--- config.mk ---
export PLATFORM = sky130hd
export DESIGN_NAME = donut_ray_sequencer
export DESIGN_NICKNAME = d
export VERILOG_FILES = /design/src/rtl/donut_ray_sequencer.sv
export SDC_FILE = /design/constraint.sdc
export NUM_CORES = 1
export LEC_CHECK = 0
export ABC_AREA = 1
export BUFFER_PORTS_ARGS = -buffer_cell sky130_fd_sc_hd__buf_2
export CORE_MARGIN = 2
export CORE_UTILIZATION = 43
export CTS_CLUSTER_DIAMETER = 150
export CTS_CLUSTER_SIZE = 24
export DETAILED_ROUTE_END_ITERATION = 16
export PLACE_DENSITY = 0.76
export SLEW_MARGIN = 20
export SYNTH_ARGS = -nofsm -noshare
export SYNTH_HDL_FRONTEND = slang
export SYNTH_SLANG_ARGS = --single-unit
--- constraint.sdc ---
create_clock -name clk -period 1.3 [get_ports clk]
set_input_delay 0.13 -clock clk [delete_from_list [all_inputs] [get_ports clk]]
set_output_delay 0.13 -clock clk [all_outputs]
set_load 0.05 [all_outputs]
--- src/rtl/donut_ray_sequencer.sv ---
// Raster-order initiator for the torus ray-march hit-test unit: issues one march per
// pixel, waits a fixed latency, then emits a 4-bit shade over a valid/ready handshake.
module donut_ray_sequencer #(
  parameter int unsigned        W            = 40,
  parameter int unsigned        H            = 24,
  parameter logic signed [15:0] RX_STEP      = 16'sd24,
  parameter logic signed [15:0] RY_STEP      = 16'sd40,
  parameter int unsigned        MARCH_CYCLES = 8,
  localparam int unsigned       CW           = (W > 1) ? $clog2(W) : 1,
  localparam int unsigned       RW           = (H > 1) ? $clog2(H) : 1
) (
  input  logic                clk,
  input  logic                rst_n,
  input  logic                frame_start,
  input  logic signed [15:0]  cam_px,
  input  logic signed [15:0]  cam_py,
  input  logic signed [15:0]  cam_pz,
  input  logic signed [15:0]  rx_base,
  input  logic signed [15:0]  ry_base,
  input  logic signed [15:0]  rz_fixed,
  input  logic signed [15:0]  lx_in,
  input  logic signed [15:0]  ly_in,
  input  logic signed [15:0]  lz_in,
  output logic                march_start,
  output logic signed [15:0]  px_o,
  output logic signed [15:0]  py_o,
  output logic signed [15:0]  pz_o,
  output logic signed [15:0]  rx_o,
  output logic signed [15:0]  ry_o,
  output logic signed [15:0]  rz_o,
  output logic signed [15:0]  lx_o,
  output logic signed [15:0]  ly_o,
  output logic signed [15:0]  lz_o,
  input  logic                march_hit,
  input  logic signed [15:0]  march_light,
  output logic                pix_valid,
  input  logic                pix_ready,
  output logic [3:0]          pix_shade,
  output logic [CW-1:0]       pix_col,
  output logic [RW-1:0]       pix_row,
  output logic                pix_last,
  output logic                busy,
  output logic                frame_done
);

  localparam int unsigned MW = $clog2(MARCH_CYCLES + 1);

  typedef enum logic [2:0] {
    S_IDLE,
    S_ISSUE,
    S_MARCH,
    S_EMIT,
    S_DONE
  } state_t;

  state_t             state_q, state_d;
  logic [MW-1:0]      cnt_q, cnt_d;
  logic [CW-1:0]      col_q, col_d;
  logic [RW-1:0]      row_q, row_d;
  logic signed [15:0] px_q, px_d, py_q, py_d, pz_q, pz_d;
  logic signed [15:0] rx_q, rx_d, ry_q, ry_d, rz_q, rz_d;
  logic signed [15:0] lx_q, lx_d, ly_q, ly_d, lz_q, lz_d;
  logic [3:0]         shade_q, shade_d;
  logic               last_q, last_d;
  logic               march_start_q, pix_valid_q, busy_q, frame_done_q;

  function automatic logic [3:0] shade_f(input logic hit, input logic signed [15:0] light);
    logic signed [15:0] q;
    q = light >>> 7;
    if (!hit)                  shade_f = 4'd0;
    else if (light <= 16'sd0)  shade_f = 4'd1;
    else if (q >= 16'sd14)     shade_f = 4'd15;
    else                       shade_f = q[3:0] + 4'd1;
  endfunction

  always_comb begin
    state_d = state_q;
    cnt_d   = cnt_q;
    col_d   = col_q;
    row_d   = row_q;
    px_d    = px_q;
    py_d    = py_q;
    pz_d    = pz_q;
    rx_d    = rx_q;
    ry_d    = ry_q;
    rz_d    = rz_q;
    lx_d    = lx_q;
    ly_d    = ly_q;
    lz_d    = lz_q;
    shade_d = shade_q;
    last_d  = last_q;
    case (state_q)
      S_IDLE: begin
        if (frame_start) begin
          px_d    = cam_px;
          py_d    = cam_py;
          pz_d    = cam_pz;
          rx_d    = rx_base;
          ry_d    = ry_base;
          rz_d    = rz_fixed;
          lx_d    = lx_in;
          ly_d    = ly_in;
          lz_d    = lz_in;
          col_d   = '0;
          row_d   = '0;
          last_d  = 1'b0;
          state_d = S_ISSUE;
        end
      end
      S_ISSUE: begin
        cnt_d   = '0;
        state_d = S_MARCH;
      end
      S_MARCH: begin
        // Final march cycle: the hit-test result is valid now, so fold it straight into the shade.
        if (cnt_q == MW'(MARCH_CYCLES - 1)) begin
          shade_d = shade_f(march_hit, march_light);
          last_d  = (col_q == CW'(W - 1)) && (row_q == RW'(H - 1));
          state_d = S_EMIT;
        end else begin
          cnt_d = cnt_q + MW'(1);
        end
      end
      S_EMIT: begin
        if (pix_ready) begin
          if (last_q) begin
            state_d = S_DONE;
          end else if (col_q == CW'(W - 1)) begin
            col_d   = '0;
            row_d   = row_q + RW'(1);
            rx_d    = rx_base;
            ry_d    = ry_q + RY_STEP;
            state_d = S_ISSUE;
          end else begin
            col_d   = col_q + CW'(1);
            rx_d    = rx_q + RX_STEP;
            state_d = S_ISSUE;
          end
        end
      end
      S_DONE:  state_d = S_IDLE;
      default: state_d = S_IDLE;
    endcase
  end

  // Status outputs are decoded from the next state so they stay registered yet align with it.
  always_ff @(posedge clk or negedge rst_n) begin
    if (!rst_n) begin
      state_q       <= S_IDLE;
      cnt_q         <= '0;
      col_q         <= '0;
      row_q         <= '0;
      px_q          <= '0;
      py_q          <= '0;
      pz_q          <= '0;
      rx_q          <= '0;
      ry_q          <= '0;
      rz_q          <= '0;
      lx_q          <= '0;
      ly_q          <= '0;
      lz_q          <= '0;
      shade_q       <= '0;
      last_q        <= 1'b0;
      march_start_q <= 1'b0;
      pix_valid_q   <= 1'b0;
      busy_q        <= 1'b0;
      frame_done_q  <= 1'b0;
    end else begin
      state_q       <= state_d;
      cnt_q         <= cnt_d;
      col_q         <= col_d;
      row_q         <= row_d;
      px_q          <= px_d;
      py_q          <= py_d;
      pz_q          <= pz_d;
      rx_q          <= rx_d;
      ry_q          <= ry_d;
      rz_q          <= rz_d;
      lx_q          <= lx_d;
      ly_q          <= ly_d;
      lz_q          <= lz_d;
      shade_q       <= shade_d;
      last_q        <= last_d;
      march_start_q <= (state_d == S_ISSUE);
      pix_valid_q   <= (state_d == S_EMIT);
      busy_q        <= (state_d != S_IDLE);
      frame_done_q  <= (state_d == S_DONE);
    end
  end

  assign march_start = march_start_q;
  assign px_o        = px_q;
  assign py_o        = py_q;
  assign pz_o        = pz_q;
  assign rx_o        = rx_q;
  assign ry_o        = ry_q;
  assign rz_o        = rz_q;
  assign lx_o        = lx_q;
  assign ly_o        = ly_q;
  assign lz_o        = lz_q;
  assign pix_valid   = pix_valid_q;
  assign pix_shade   = shade_q;
  assign pix_col     = col_q;
  assign pix_row     = row_q;
  assign pix_last    = last_q;
  assign busy        = busy_q;
  assign frame_done  = frame_done_q;

endmodule

==> flow_metrics.env, run 1 <==
export IMPL_status="complete, but fails checks"
export IMPL_violations="setup timing"
export IMPL_track_usage_pct=31.2
export IMPL_place_gp_congestion=0.849
export IMPL_synth_top_area_cell="dfrtp_1"
export IMPL_avgRoutedWirePerCell_um=19.6
export IMPL_grt_pass1_vias=8913
export IMPL_whs_path_depth=5
export IMPL_ys_flop_type="dfrtp_1"
export IMPL_io_buffers=328
export IMPL_cp_arrival_ns=1.93
export IMPL_rsz0062_at_grt="true"
export IMPL_comb_power_share_pct=62.5
export IMPL_worstReg2RegEnd="lz_o[4]$_DFFE_PN0P_"
export IMPL_dr_pass1_iters=5
export IMPL_synth_top_area_share_pct=55.6
export IMPL_drc_errors=0
export IMPL_skew_ns=0.00848
export IMPL_antenna_left=0
export IMPL_leakage_nw=7.74
export IMPL_switching_power_w=0.0207
export IMPL_instances_no_fill=1787
export IMPL_pin_count=329
export IMPL_grt_max_degree=59
export IMPL_powerDensity_mw_per_mm2=2710
export IMPL_antenna_found_initial=2
export IMPL_chipHeight_um=138
export IMPL_finish_utilization_pct=83.5
export IMPL_syn_inst=972
export IMPL_hp_class="input port to flip-flop"
export IMPL_grt_pass1_wl_mm=45.3
export IMPL_cts_buffer_depth=2
export IMPL_initialDrtViolationCount=585
export IMPL_crit_type="flip-flop to flip-flop"
export IMPL_row_count=48
export IMPL_synth_seq_cells=171
export IMPL_finalHoldViolations=0
export IMPL_vias_per_cell=5.24
export IMPL_dp_cells=1562
export IMPL_synthTopCellsByArea="dfrtp_1 (56%), nand2_1 (26%), nor2_1 (3.5%)"
export IMPL_p_int_w=0.0188
export IMPL_start_kind="flip-flop"
export IMPL_worstMarginPinSlew_ns=0.390
export IMPL_final_max_slew_viol_count=0
export IMPL_cts_root_buf="clkbuf_16"
export IMPL_final_cell_mix="nand2_1 (344), buf_2 (294), dfrtp_1 (159)"
export IMPL_yosysWarnings=0
export IMPL_crit_path_end_kind="flip-flop"
export IMPL_fmax_mhz=637
export IMPL_fin_crit_sh_pct=121
export IMPL_drive_gt1_share_pct=48.3
export IMPL_rr_worst_depth=8
export IMPL_avgSynthCellArea_um2=7.92
export IMPL_synthArstFlopShare_pct=100
export IMPL_syn_num_nets=1144
export IMPL_die_w_um=138
export IMPL_synth_edf_count=0
export IMPL_area_growth_pct=89.0
export IMPL_nets=1718
export IMPL_clkSinkCount=171
export IMPL_dp_hpwl_mm=15.9
export IMPL_drt_wl_total_mm=35.1
export IMPL_num_vias=9366
export IMPL_synth_distinct_cells=31
export IMPL_mostFrequentLayoutCell="nand2_1"
export IMPL_setup_viol=160
export IMPL_design_area_mm2=0.0145
export IMPL_r2r_start="state_q[2]$_DFF_PN0_"
export IMPL_pwr_share_seq_pct=24.8
export IMPL_netlist_area_mm2=0.00770
export IMPL_die_area_mm2=0.0190
export IMPL_clk_pin_slew_ns=0.07
export IMPL_min_period_ns=1.57
export IMPL_switching_share_pct=52.4
export IMPL_core_mm2=0.0174
export IMPL_cts_tree="yes"
export IMPL_htreeDepth=4
export IMPL_tns_ns=-26.67
export IMPL_overflow=0
export IMPL_crit_fanout=5
export IMPL_initial_utilization_pct=44.2
export IMPL_dp_slack_ns=-0.185
export IMPL_place_area_mm2=0.0102
export IMPL_fin_ws_ns=-0.269
export IMPL_maxCapViolations=0
export IMPL_reg2reg_slack_ns=-0.27
export IMPL_cts_inserted_buffers=17
export IMPL_min_from="rx_base[15]"
export IMPL_p_clk_share_pct=12.8
export IMPL_hold_end="rx_o[15]$_DFFE_PN0P_"
export IMPL_ys_seq_area_share_pct=55.6
export IMPL_cp_required_ns=1.66
export IMPL_max_slew_margin_pct=73.7
export IMPL_vdd_drop_max_uv=2050
export IMPL_worstSkewPairLatency_ns=0.43
## layout make-up
class                           count  area, µm²
Timing Repair Buffer              584       5060
Sequential cell                   171       4290
Multi-Input combinational cell    722       4070
Fill cell                         922       2870
Clock buffer                       19        433
Tap cell                          225        282
Inverter                           46        196
Clock inverter                     13        133
Timing Repair inverter              4       73.8
Antenna cell                        3       7.51
## worst max-delay path, cell delays in order, from the launching register on
cell and delay (ns):
dfrtp_1 0.42, nor2_4 0.16, nand3_4 0.20, buf_12 0.22
buf_12 0.12, clkinv_8 0.06, buf_8 0.14, nand2_2 0.08
nand2_2 0.09
## metal layers
layer / GRT usage, % / up-vias / part of all wire, %
met2: 53.6 / 554 / 51
met4: 13.2 / 0 / 4.8
met3: 7.36 / 144 / 8.0
li1: - / 4157 / -
met5: 0 / - / 0
met1: 37.5 / 4511 / 36
## timing repair
action / CTS / global route
endpoints found under the hold margin: 298 / 0
hold buffers: 128 / 0
gates resized for setup: 163 / 286
pin swaps: 34 / 59
setup endpoints to repair: 177 / 191
cloned: 25 / 13
setup buffers: 19 / 12
## flip-flops by register name (all words and copies together), names as in the netlist, 3 cells and up
name       count
lx_o          16
ly_o          16
lz_o          16
px_o          16
py_o          16
pz_o          16
rx_o          16
ry_o          16
rz_o          16
pix_col        6
pix_row        5
cnt_q          4
pix_shade      4
state_q        3
## through the flow
| stage | power [W] | hold slack (ns) |
|---|---|---|
| global placement | 0.0266 | 0.00455 |
| finish | 0.0395 | 0.0183 |
| detailed placement | 0.0269 | 0.00142 |
| floorplan | 0.0217 | -0.166 |
| global route | 0.0410 | 0.0341 |
| CTS | 0.0354 | 0.00508 |
## power by group through the flow
stage               combinational, W  clock (W)  sequential, W
CTS                           0.0212    0.00503        0.00920
detailed placement            0.0178          0        0.00913
floorplan                    0.00474          0         0.0170
global route                  0.0257    0.00528        0.00997
finish                        0.0247    0.00505        0.00978
global placement              0.0175          0        0.00910
## synth_stat cells, types with 2 or more instances
master and number:
a21oi_1 7, buf_2 11, buf_6 8, clkbuf_1 12, dfrtp_1 171, ha_1 7
inv_1 42, inv_2 4, nand2_1 531, nand2_4 2, nand3_1 43, nand3b_1 3
nand4_1 7, nor2_1 71, nor2_4 2, nor3_1 2, o211ai_1 2, o21ai_0 14
o21ai_1 7, o21bai_1 2, or2_2 3, xnor2_1 3, xor2_1 10
## kinds of logic after synthesis
| group | synth area share (%) |
|---|---|
| XOR/XNOR | 1.48 |
| flip-flops | 55.6 |
| AO/OA/AOI/OAI | 2.21 |
| buffers and inverters | 4.86 |
| AND/OR/NAND/NOR | 34.6 |
| multiplexers | 0.130 |
| adder cells (fa/ha/maj) | 1.14 |
## how the worst max path moves through the flow
stage / startpoint / to / slack [ns] / cells past startpoint
6_report: state_q[2]$_DFF_PN0_ / lz_o[4]$_DFFE_PN0P_ / -0.27 / 8
5_1_grt: state_q[2]$_DFF_PN0_ / lz_o[4]$_DFFE_PN0P_ / -0.34 / 8
4_1_cts: pix_col[1]$_DFFE_PN0P_ / rx_o[4]$_DFFE_PN0P_ / -0.18 / 8
3_5_place_dp: pix_col[1]$_DFFE_PN0P_ / rx_o[4]$_DFFE_PN0P_ / -0.19 / 9
3_3_place_gp: pix_col[1]$_DFFE_PN0P_ / rx_o[4]$_DFFE_PN0P_ / -0.15 / 9
2_1_floorplan: pix_col[0]$_DFFE_PN0P_ / ry_o[10]$_DFFE_PN0P_ / -0.29 / 9
No activity file was read; power rests on OpenSTA's default activity.
==> run 2, diff against run 1 <==
Settings changed: REMOVE_ABC_BUFFERS set to 1.
==> run 2 against run 1 <==
Net effect: the run still ends with setup timing left; die area unchanged; sequential power down 5.4%; first-iteration DRC count down 1.5%; clock skew up 0.0075 ns; non-clock buffer count down 32; sequential share of layout area up 4.4 points; combinational power down 20%; sequential cell count unchanged; clock power up 5.9%; power down 13%; worst hold slack worse by 0.0089 ns; critical path depth up 2; critical path type unchanged; critical endpoint is now rx_o[3]$_DFFE_PN0P_; largest power group unchanged.
==> flow_metrics.env, run 2 (synthesis gave the netlist of run 1 again) <==
export IMPL_cts_tree="yes"
export IMPL_chipHeight_um=138
export IMPL_powerDensity_mw_per_mm2=2730
export IMPL_critical_path_max_stage_delay_ns=0.39
export IMPL_min_period_ns=1.51
export IMPL_pin_count=329
export IMPL_dp_cells=1570
export IMPL_fin_ws_ns=-0.215
export IMPL_maxCapViolations=0
export IMPL_switching_share_pct=52.0
export IMPL_cts_inserted_buffers=17
export IMPL_violations="setup timing"
export IMPL_drc_errors=0
export IMPL_fmax_mhz=660
export IMPL_reg2reg_slack_ns=-0.21
export IMPL_hp_class="input port to flip-flop"
export IMPL_mostFrequentLayoutCell="nand2_1"
export IMPL_avgRoutedWirePerCell_um=15.8
export IMPL_initialDrtViolationCount=576
export IMPL_place_gp_congestion=0.873
export IMPL_r2r_start="pix_col[0]$_DFFE_PN0P_"
export IMPL_overflow=0
export IMPL_worstMarginPinSlew_ns=0.354
export IMPL_crit_fanout=9
export IMPL_antenna_left=0
export IMPL_p_clk_share_pct=15.6
export IMPL_fillers=1179
export IMPL_status="complete, but fails checks"
export IMPL_clk_pin_slew_ns=0.08
export IMPL_grt_pass1_wl_mm=42.2
export IMPL_vias_per_cell=4.96
export IMPL_initial_utilization_pct=44.2
export IMPL_cp_num_buf_inv=2
export IMPL_rsz0062_at_grt="true"
export IMPL_fin_hold_ws_ns=0.00939
export IMPL_htreeDepth=4
export IMPL_cp_arrival_ns=1.82
export IMPL_crit_type="flip-flop to flip-flop"
export IMPL_dr_pass1_iters=5
export IMPL_start_kind="flip-flop"
export IMPL_instances_no_fill=1749
export IMPL_antenna_found_initial=1
export IMPL_comb_power_share_pct=57.5
export IMPL_drive_gt1_share_pct=33.1
export IMPL_finalHoldViolations=0
export IMPL_switching_power_w=0.0179
export IMPL_setup_viol=164
export IMPL_min_from="rx_base[15]"
export IMPL_p_int_w=0.0165
export IMPL_cts_buffer_depth=2
export IMPL_clkSinkCount=171
export IMPL_crit_path_end_kind="flip-flop"
export IMPL_worstReg2RegEnd="rx_o[3]$_DFFE_PN0P_"
export IMPL_grt_pass1_vias=8626
export IMPL_pwr_share_seq_pct=26.9
export IMPL_die_area_mm2=0.0190
export IMPL_final_max_slew_viol_count=0
export IMPL_rr_worst_depth=10
export IMPL_cp_required_ns=1.61
export IMPL_nets=1682
export IMPL_whs_path_depth=5
export IMPL_hold_end="rx_o[15]$_DFFE_PN0P_"
export IMPL_vdd_drop_max_uv=2060
export IMPL_dp_hpwl_mm=16.8
export IMPL_fin_crit_sh_pct=117
export IMPL_skew_ns=0.0160
export IMPL_multi_input_area_mm2=0.00316
export IMPL_place_area_mm2=0.0102
export IMPL_drt_wl_total_mm=27.7
export IMPL_cp_top_family="simple AND/OR/NAND/NOR gates"
export IMPL_worstSkewPairLatency_ns=0.43
export IMPL_core_mm2=0.0174
export IMPL_area_growth_pct=64.0
export IMPL_row_count=48
export IMPL_io_buffers=328
export IMPL_cp_slowest_cell="dfrtp_1"
export IMPL_cp_cell_sequence="ha_2 -> nand2_2 -> nor2_2 -> nand2_2 -> nand2_4 -> nand2_4 -> inv_4 -> buf_12 -> nand2_1 -> nand3_1"
export IMPL_num_vias=8678
export IMPL_max_slew_margin_pct=76.4
export IMPL_design_area_mm2=0.0126
export IMPL_leakage_nw=6.98
export IMPL_final_cell_mix="nand2_1 (524), buf_2 (293), dfrtp_1 (168)"
export IMPL_track_usage_pct=29.0
export IMPL_grt_max_degree=34
export IMPL_die_w_um=138
export IMPL_seqCellArea_mm2=0.00428
export IMPL_cts_root_buf="clkbuf_16"
run 2: cell count changes in the layout (fill, tap and decap cells not counted), sizes merged, moves of 2 or more:
cell | before | now
inv | 52 | 54
diode | 3 | 1
buf | 442 | 421
clkbuf | 33 | 22
clkinvlp | 5 | 1
clkinv | 5 | 3
run 2: cell type report:
cell class / count / area share, %
multi-input combinational: 722 / 25.1
antenna: 1 / 0.0198
timing repair buffer: 552 / 32.5
inverter: 46 / 1.46
clock buffer: 18 / 3.48
tap: 225 / 2.23
sequential: 171 / 33.9
clock inverter: 14 / 1.36
run 2: how the worst max path moves through the flow:
stage                                         to  slack (ns)  cells past startpoint              startpoint
final                        rx_o[3]$_DFFE_PN0P_       -0.21                     10  pix_col[0]$_DFFE_PN0P_
after detailed placement     rx_o[7]$_DFFE_PN0P_       -0.23                      9  pix_col[0]$_DFFE_PN0P_
after CTS                   rx_o[14]$_DFFE_PN0P_       -0.15                     10  pix_col[1]$_DFFE_PN0P_
after floorplan           pix_col[3]$_DFFE_PN0P_       -2.65                      8    state_q[0]$_DFF_PN0_
after global routing         rx_o[4]$_DFFE_PN0P_       -0.31                      8  pix_col[0]$_DFFE_PN0P_
after global placement       rx_o[4]$_DFFE_PN0P_       -0.16                      9  pix_col[0]$_DFFE_PN0P_
run 2: through the flow:
step	util [%]	worst slack (ns)	TNS, ns	power, W
2_1_floorplan	-	-2.65	-346.35	0.0212
3_3_place_gp	58.7	-0.157	-11.84	0.0268
3_5_place_dp	58.7	-0.234	-16.94	0.0271
4_1_cts	71.4	-0.148	-5.75	0.0336
5_1_grt	72.5	-0.312	-23.25	0.0361
6_report	72.5	-0.215	-11.81	0.0344
run 2: per-layer routing:
metal | track usage, % | up-vias | wire, µm
met2 | 50.3 | 452 | 13900
li1 | - | 4068 | -
met1 | 32.9 | 4052 | 10500
met4 | 15.5 | 0 | 1270
met3 | 7.21 | 106 | 1970
met5 | 0 | - | 0
run 2: power groups by stage:
stage	Combinational, W	Sequential (W)	Clock [W]
3_5_place_dp	0.0180	0.00911	0
4_1_cts	0.0191	0.00911	0.00541
6_report	0.0198	0.00925	0.00535
5_1_grt	0.0210	0.00951	0.00565
3_3_place_gp	0.0177	0.00910	0
2_1_floorplan	0.00430	0.0170	0
run 2: tightest hold or removal path: cells and delay by family:
kind | cells | cell delay [ns]
buffers and inverters | 1 | 0.08
AND/OR/NAND/NOR | 4 | 0.20
run 2: what timing repair did:
item / in CTS / in global routing
hold buffers: 127 / 0
cloned: 2 / 0
setup buffers: 10 / 10
endpoints found under the hold margin: 297 / 0
resized for setup: 73 / 47
setup endpoints to repair: 189 / 174
pin swaps: 7 / 21
